==> src/rtl/station_pkg.sv <==
// Shared station definitions: reading FSM encoding, default temperature
// thresholds and the threshold classifier used by the sampler.
package station_pkg;

   typedef enum logic [1:0] {
      ST_IDLE   = 2'd0,
      ST_SETTLE = 2'd1,
      ST_ACCUM  = 2'd2,
      ST_DONE   = 2'd3
   } state_t;

   localparam logic [11:0] DEF_HOT_THRESH  = 12'hA00;
   localparam logic [11:0] DEF_COLD_THRESH = 12'h600;

   // Returns {hot, cold}; callers guarantee hot_t > cold_t so both never set.
   function automatic logic [1:0] classify(input logic [11:0] avg,
                                           input logic [11:0] hot_t,
                                           input logic [11:0] cold_t);
      return {(avg >= hot_t), (avg <= cold_t)};
   endfunction

endpackage

==> src/rtl/temp_sampler_if.sv <==
// Request/sample/result signals between station logic, the XADC sample
// stream and the temperature sampler.
interface temp_sampler_if;
   logic        start;
   logic [11:0] digitalTemp;
   logic        ready;
   logic [11:0] tempAvg;
   logic        isHot;
   logic        isCold;
   logic        done;
   logic        busy;
   logic        timeout;

   modport master (
      output start, digitalTemp, ready,
      input  tempAvg, isHot, isCold, done, busy, timeout
   );

   modport slave (
      input  start, digitalTemp, ready,
      output tempAvg, isHot, isCold, done, busy, timeout
   );
endinterface

==> src/rtl/temp_sampler.sv <==
// Averages 2^NUM_LOG2 XADC samples after a settle delay, classifies the
// result as hot/cold, and aborts with timeout if samples stop arriving.
module temp_sampler
   import station_pkg::*;
#(
   parameter int unsigned NUM_LOG2       = 3,
   parameter int unsigned SETTLE_CYCLES  = 100,
   parameter int unsigned TIMEOUT_CYCLES = 1000,
   parameter logic [11:0] HOT_THRESH     = DEF_HOT_THRESH,
   parameter logic [11:0] COLD_THRESH    = DEF_COLD_THRESH
) (
   input  logic          CLK,
   input  logic          RSTn,
   temp_sampler_if.slave bus
);

   localparam int unsigned ACC_W = 12 + NUM_LOG2;
   localparam int unsigned CNT_W = NUM_LOG2 + 1;
   localparam int unsigned SET_W = $clog2(SETTLE_CYCLES + 1);
   localparam int unsigned TO_W  = $clog2(TIMEOUT_CYCLES + 1);

   state_t             state_q, state_d;
   logic [ACC_W-1:0]   acc_q;
   logic [CNT_W-1:0]   samp_cnt_q;
   logic [SET_W-1:0]   settle_cnt_q;
   logic [TO_W-1:0]    idle_cnt_q;
   logic [11:0]        avg_q;
   logic               hot_q, cold_q, to_q;
   logic               busy_c, done_c;

   logic               sample_ok, last_sample, settle_end, idle_expire;
   logic [ACC_W-1:0]   acc_sum;
   logic [11:0]        avg_new;
   logic [1:0]         cls_new;

   assign sample_ok   = (state_q == ST_ACCUM) && bus.ready;
   assign last_sample = sample_ok && (samp_cnt_q == CNT_W'((1 << NUM_LOG2) - 1));
   assign settle_end  = (state_q == ST_SETTLE) &&
                        (settle_cnt_q == SET_W'(SETTLE_CYCLES - 1));
   assign idle_expire = (state_q == ST_ACCUM) && !bus.ready &&
                        (idle_cnt_q == TO_W'(TIMEOUT_CYCLES - 1));

   // The final sample is folded in combinationally so the average is
   // already registered when the FSM enters DONE.
   assign acc_sum = acc_q + ACC_W'(bus.digitalTemp);
   assign avg_new = acc_sum[ACC_W-1:NUM_LOG2];
   assign cls_new = classify(avg_new, HOT_THRESH, COLD_THRESH);

   always_ff @(posedge CLK or negedge RSTn) begin
      if (!RSTn) state_q <= ST_IDLE;
      else       state_q <= state_d;
   end

   always_comb begin
      state_d = state_q;
      unique case (state_q)
         ST_IDLE:   if (bus.start) state_d = ST_SETTLE;
         ST_SETTLE: if (settle_end) state_d = ST_ACCUM;
         ST_ACCUM:  if (last_sample || idle_expire) state_d = ST_DONE;
         ST_DONE:   state_d = ST_IDLE;
         default:   state_d = ST_IDLE;
      endcase
   end

   always_comb begin
      busy_c = (state_q == ST_SETTLE) || (state_q == ST_ACCUM);
      done_c = (state_q == ST_DONE);
   end

   always_ff @(posedge CLK or negedge RSTn) begin
      if (!RSTn) begin
         acc_q        <= '0;
         samp_cnt_q   <= '0;
         settle_cnt_q <= '0;
         idle_cnt_q   <= '0;
         avg_q        <= '0;
         hot_q        <= 1'b0;
         cold_q       <= 1'b0;
         to_q         <= 1'b0;
      end else begin
         unique case (state_q)
            ST_IDLE: begin
               if (bus.start) begin
                  acc_q        <= '0;
                  samp_cnt_q   <= '0;
                  settle_cnt_q <= '0;
                  idle_cnt_q   <= '0;
                  to_q         <= 1'b0;
               end
            end
            ST_SETTLE: settle_cnt_q <= settle_cnt_q + SET_W'(1);
            ST_ACCUM: begin
               if (bus.ready) begin
                  acc_q      <= acc_sum;
                  samp_cnt_q <= samp_cnt_q + CNT_W'(1);
                  idle_cnt_q <= '0;
                  if (last_sample) begin
                     avg_q  <= avg_new;
                     hot_q  <= cls_new[1];
                     cold_q <= cls_new[0];
                  end
               end else begin
                  idle_cnt_q <= idle_cnt_q + TO_W'(1);
                  if (idle_expire) begin
                     to_q   <= 1'b1;
                     hot_q  <= 1'b0;
                     cold_q <= 1'b0;
                  end
               end
            end
            default: ;
         endcase
      end
   end

   assign bus.tempAvg = avg_q;
   assign bus.isHot   = hot_q;
   assign bus.isCold  = cold_q;
   assign bus.timeout = to_q;
   assign bus.busy    = busy_c;
   assign bus.done    = done_c;

endmodule

==> src/flat_wrapper.sv <==
// flat-port wrapper written by rule: the top's interface ports become plain ports
module temp_sampler_flat import station_pkg::*;
#(
   parameter int unsigned NUM_LOG2       = 3,
   parameter int unsigned SETTLE_CYCLES  = 100,
   parameter int unsigned TIMEOUT_CYCLES = 1000,
   parameter logic [11:0] HOT_THRESH     = DEF_HOT_THRESH,
   parameter logic [11:0] COLD_THRESH    = DEF_COLD_THRESH
)
  (CLK, RSTn, bus_start, bus_digitalTemp, bus_ready, bus_tempAvg, bus_isHot, bus_isCold, bus_done, bus_busy, bus_timeout);
  temp_sampler_if bus_i ();
  input  logic CLK;
  input  logic RSTn;
  input wire logic [$bits(bus_i.start)-1:0] bus_start;
  input wire logic [$bits(bus_i.digitalTemp)-1:0] bus_digitalTemp;
  input wire logic [$bits(bus_i.ready)-1:0] bus_ready;
  output wire logic [$bits(bus_i.tempAvg)-1:0] bus_tempAvg;
  output wire logic [$bits(bus_i.isHot)-1:0] bus_isHot;
  output wire logic [$bits(bus_i.isCold)-1:0] bus_isCold;
  output wire logic [$bits(bus_i.done)-1:0] bus_done;
  output wire logic [$bits(bus_i.busy)-1:0] bus_busy;
  output wire logic [$bits(bus_i.timeout)-1:0] bus_timeout;
  assign bus_i.start = bus_start;
  assign bus_i.digitalTemp = bus_digitalTemp;
  assign bus_i.ready = bus_ready;
  assign bus_tempAvg = bus_i.tempAvg;
  assign bus_isHot = bus_i.isHot;
  assign bus_isCold = bus_i.isCold;
  assign bus_done = bus_i.done;
  assign bus_busy = bus_i.busy;
  assign bus_timeout = bus_i.timeout;
  temp_sampler #(.NUM_LOG2(NUM_LOG2), .SETTLE_CYCLES(SETTLE_CYCLES), .TIMEOUT_CYCLES(TIMEOUT_CYCLES), .HOT_THRESH(HOT_THRESH), .COLD_THRESH(COLD_THRESH)) u_core (.CLK(CLK), .RSTn(RSTn), .bus(bus_i));
endmodule
==> config.mk <==
export PLATFORM = sky130hd
export DESIGN_NAME = temp_sampler_flat
export DESIGN_NICKNAME = d
export VERILOG_FILES = /design/src/rtl/station_pkg.sv /design/src/rtl/temp_sampler_if.sv /design/src/rtl/temp_sampler.sv /design/src/flat_wrapper.sv
export SDC_FILE = /design/constraint.sdc
export NUM_CORES = 1
export LEC_CHECK = 0
export BUFFER_PORTS_ARGS = -buffer_cell sky130_fd_sc_hd__clkbuf_2
export CAP_MARGIN = 25
export CORE_MARGIN = 1
export CORE_UTILIZATION = 50
export DETAILED_ROUTE_END_ITERATION = 16
export GPL_TIMING_DRIVEN = 0
export PLACE_DENSITY_LB_ADDON = 0.1
export SETUP_SLACK_MARGIN = 0.1
export SLEW_MARGIN = 20
export SYNTH_ARGS = -nofsm -noshare
export SYNTH_HDL_FRONTEND = slang
export SYNTH_SLANG_ARGS = --single-unit
==> constraint.sdc <==
create_clock -name CLK -period 2.7 [get_ports CLK]
set_input_delay 0.405 -clock CLK [delete_from_list [all_inputs] [get_ports CLK]]
set_output_delay 0.405 -clock CLK [all_outputs]
set_load 0.02 [all_outputs]
==> summary.md <==
| Metric | Value |
|---|---|
| Final #Nets | 389 |
| Peak Freq | 393.7 MHz |
| Gpl congestion | 0.8208 |
| Synth-to-Final Area Change | 14.39% |
| Yosys reg bits | 53 |
| DIE WIDTH | 79.79 um |
| Synth area leader | dfrtp_1 |
| Largest net degree at the start of global routing | 54 |
| N_diodes | 0 |
| WP data arrival | 2.80 ns |
| Met3 Use GR | 3.429% |
| FP Rows | 27 |
| H-Tree Depth | 2 |
| CP Class | flip-flop to flip-flop |
| Dpl ws | -0.03003 ns |
| Worst-path clk slew | 0.10 ns |
| Clock skew | 0.01275 ns |
| Worst VDD drop | 0.5960 mV |
| GRT met1 Usage | 32.59% |
| Top cell type's share of synthesized area | 43.84% |
| Met2 Usage GRT | 33.50% |
| Worst path depth | 11 |
| Routed Antenna Nets | 0 |
| Hold buffers post-CTS | 0 |
| RSZ-0062 raised after global routing | true |
| Max-slew violations | 0 |
| Final number of setup-violating endpoints | 0 |
| Synth Flop Type | dfrtp_1 |
| Count of unique library cells instantiated by Yosys | 55 |
| Die area | 0.006366 mm2 |
| I/O pins | 33 |
| CP Launch Type | flip-flop |
| Non-filler instance count after layout | 426 |
| TritonCTS clock tree | done |
| Vias in the first global route | 2308 |
| DR WL/cell | 14.70 um |
| Final worst-path cycle share | 94.07% |
| Gr busiest metal | met2 |
| Gr ovfl total | 0 |
| Crit. End Element | flip-flop |
| Placed insts | 415 |
| Max-cap violations | 0 |
| Starting density of the core | 53.31% |
| Hold Slack | 0.1552 ns |
| Share of cells above drive strength 1 | 19.21% |
| CORE AREA | 0.005675 mm2 |
| Count leader, synth | dfrtp_1 |
| GRT Total Usage | 22.31% |
| Drt drc | 0 |
| Pwr Density | 937.2 mW/mm2 |
| DIE HEIGHT | 79.79 um |
| Drt pass-1 iters | 4 |
| Synth cell count leaders | 53 x dfrtp_1, 39 x nand2_1, 33 x o21ai_0 |
| Placed cell area | 0.003278 mm2 |
| DPL Wire Length | 4570 um |
| Status | finished, final reports clean |
| Total CTS buffers | 5 |
| Hold WC Path Type | input pin to async pin |
| P_leak | 1.606 nW |
| Count of final hold-check violations | 0 |
| CTS Buffer Depth | 2 |
| R2R cell count | 11 |
| Max-slew headroom | 51.83% |
| Initial antenna violation count | 0 |
| Worst Tran Pin Value | 0.7225 ns |
| Slowest cell on crit path | dfrtp_1 |
| Clk sink count | 53 |
| Clock root cell | clkbuf_8 |
| Reg2Reg Setup Slack | 0.16 ns |
| Routed vias/inst | 5.610 |
| Yosys warnings | 0 |
| Syn nets | 347 |
| Synth area leaders | dfrtp_1 44%, ha_1 7.9%, o21ai_0 5.5%, nand2_1 4.8%, nor2_1 3.6% |
| Crit path max-delay family | compound AO/OA/AOI/OAI gates |
| Worst skew pair latency | 0.32 ns |
| Worst EP required | 2.96 ns |
| Final Core Density | 60.98% |
| Post-route cell area | 0.003461 mm2 |
| Mapped Cells | 311 |
| CP max FO | 4 |
| I/O Buffers | 32 |
| First-pass GRT wire length | 10890 um |
| Fin crit period | 2.540 ns |
| Worst path cell trace | ha_4 -> inv_2 -> fa_2 -> nor2b_4 -> o31a_4 -> o2111ai_4 -> nand2_2 -> xnor2_4 -> nand4_1 -> o31ai_2 -> a22o_1 |
| Post-synth ARST share | 100.0% |
| Total number of vias | 2390 |
| Final setup margin | 0.1602 ns |
| CP Buf/Inv Count | 1 |
| Cell area after synthesis | 0.003025 mm2 |
| CP max stage delay | 0.42 ns |
| DRT iter0 DRCs | 123 |
| Final wirelength | 6264 um |
| Post-synthesis average cell area | 9.728 um2 |
| Post-synth EDFFs | 0 |
| Post-synthesis sequential area ratio | 43.84% |
flip-flops by register name, summed over array words and instances, names as in the netlist:
name                 flops
u_core.settle_cnt_q      7
u_core.bus.isCold        1
u_core.bus.timeout       1
u_core.samp_cnt_q        4
u_core.acc_q            15
u_core.bus.tempAvg      12
u_core.bus.isHot         1
u_core.idle_cnt_q       10
u_core.state_q           2
worst paths after layout:
check | startpoint | to
worst max register to register | u_core.acc_q[0]$_DFFE_PN0P_ | u_core.bus.isCold$_DFFE_PN0P_
max in group asynchronous | RSTn | u_core.samp_cnt_q[3]$_DFFE_PN0P_
worst min-delay path | RSTn | u_core.bus.tempAvg[4]$_DFFE_PN0P_
worst min register to register | u_core.bus.tempAvg[3]$_DFFE_PN0P_ | u_core.bus.tempAvg[3]$_DFFE_PN0P_
min in group CLK | bus_ready | u_core.bus.timeout$_DFFE_PN0P_
worst max-delay path | u_core.acc_q[0]$_DFFE_PN0P_ | u_core.bus.isCold$_DFFE_PN0P_
metrics by stage:
| step | power, W | setup TNS (ns) |
|---|---|---|
| floorplan | 0.002229 | 0 |
| global route | 0.003499 | 0 |
| global placement | 0.002540 | -0.02416 |
| detailed placement | 0.002584 | -0.03003 |
| finish | 0.003244 | 0 |
| CTS | 0.003169 | 0 |
power breakdown:
| part | internal, W | total, W | switching (W) |
|---|---|---|---|
| combinational | 0.000628 | 0.00158 | 0.000953 |
| sequential | 0.000953 | 0.00109 | 0.000132 |
| clock | 0.000302 | 0.000577 | 0.000276 |
routing by layer:
layer,share of wire [%],routed length [um]
met1,52,3277
met2,44,2725
met3,2.7,170
met4,1.5,91
met5,0,0
cell type report:
type	instances	area, um2
clock buffers	6	82.58
flip-flops and latches	53	1326
repair buffers	35	185.2
plain buffers	6	25.02
well taps	72	90.09
multi-input cells	243	1680
clock inverters	2	37.54
fillers	518	2215
inverters	9	33.78
timing repair:
item	in CTS	in global routing
pin swaps	0	7
resized for setup	1	8
setup endpoints to repair	1	6
setup buffers	0	3
gates cloned	0	0
placed cells by master (no fill, tap or decap), types with 2 or more instances in the layout:
master | synthesis | final
a211oi_2 | 2 | 2
a21o_1 | 2 | 2
a21oi_1 | 15 | 15
a22o_1 | 8 | 8
and3_1 | 3 | 3
buf_4 | 0 | 3
clkbuf_1 | 5 | 4
clkbuf_2 | 0 | 32
clkbuf_8 | 0 | 6
dfrtp_1 | 53 | 53
ha_1 | 19 | 18
inv_1 | 9 | 8
mux2_2 | 4 | 4
mux2i_1 | 3 | 3
nand2_1 | 39 | 39
nand2b_1 | 4 | 4
nand3_1 | 7 | 7
nand4_1 | 9 | 9
nor2_1 | 29 | 29
nor2b_1 | 4 | 4
o211ai_1 | 2 | 2
o21a_1 | 4 | 4
o21ai_0 | 33 | 33
o21ai_1 | 2 | 2
o21bai_1 | 2 | 2
o22ai_1 | 2 | 2
o31ai_1 | 3 | 2
or3_1 | 5 | 5
xnor2_1 | 7 | 7
xor2_1 | 8 | 7
xor2_2 | 1 | 2
logic make-up (layout without fill, tap and decap cells):
group / after synthesis / after routing / synth area share [%]
multiplexers: 7 / 7 / 2.481
XOR/XNOR: 17 / 17 / 5.418
adder cells (fa/ha/maj): 20 / 20 / 8.520
buffers and inverters: 15 / 58 / 1.902
AO/OA/AOI/OAI: 88 / 88 / 20.26
flip-flops: 53 / 53 / 43.84
AND/OR/NAND/NOR: 111 / 111 / 17.58
No activity file was read; power rests on OpenSTA's default activity.
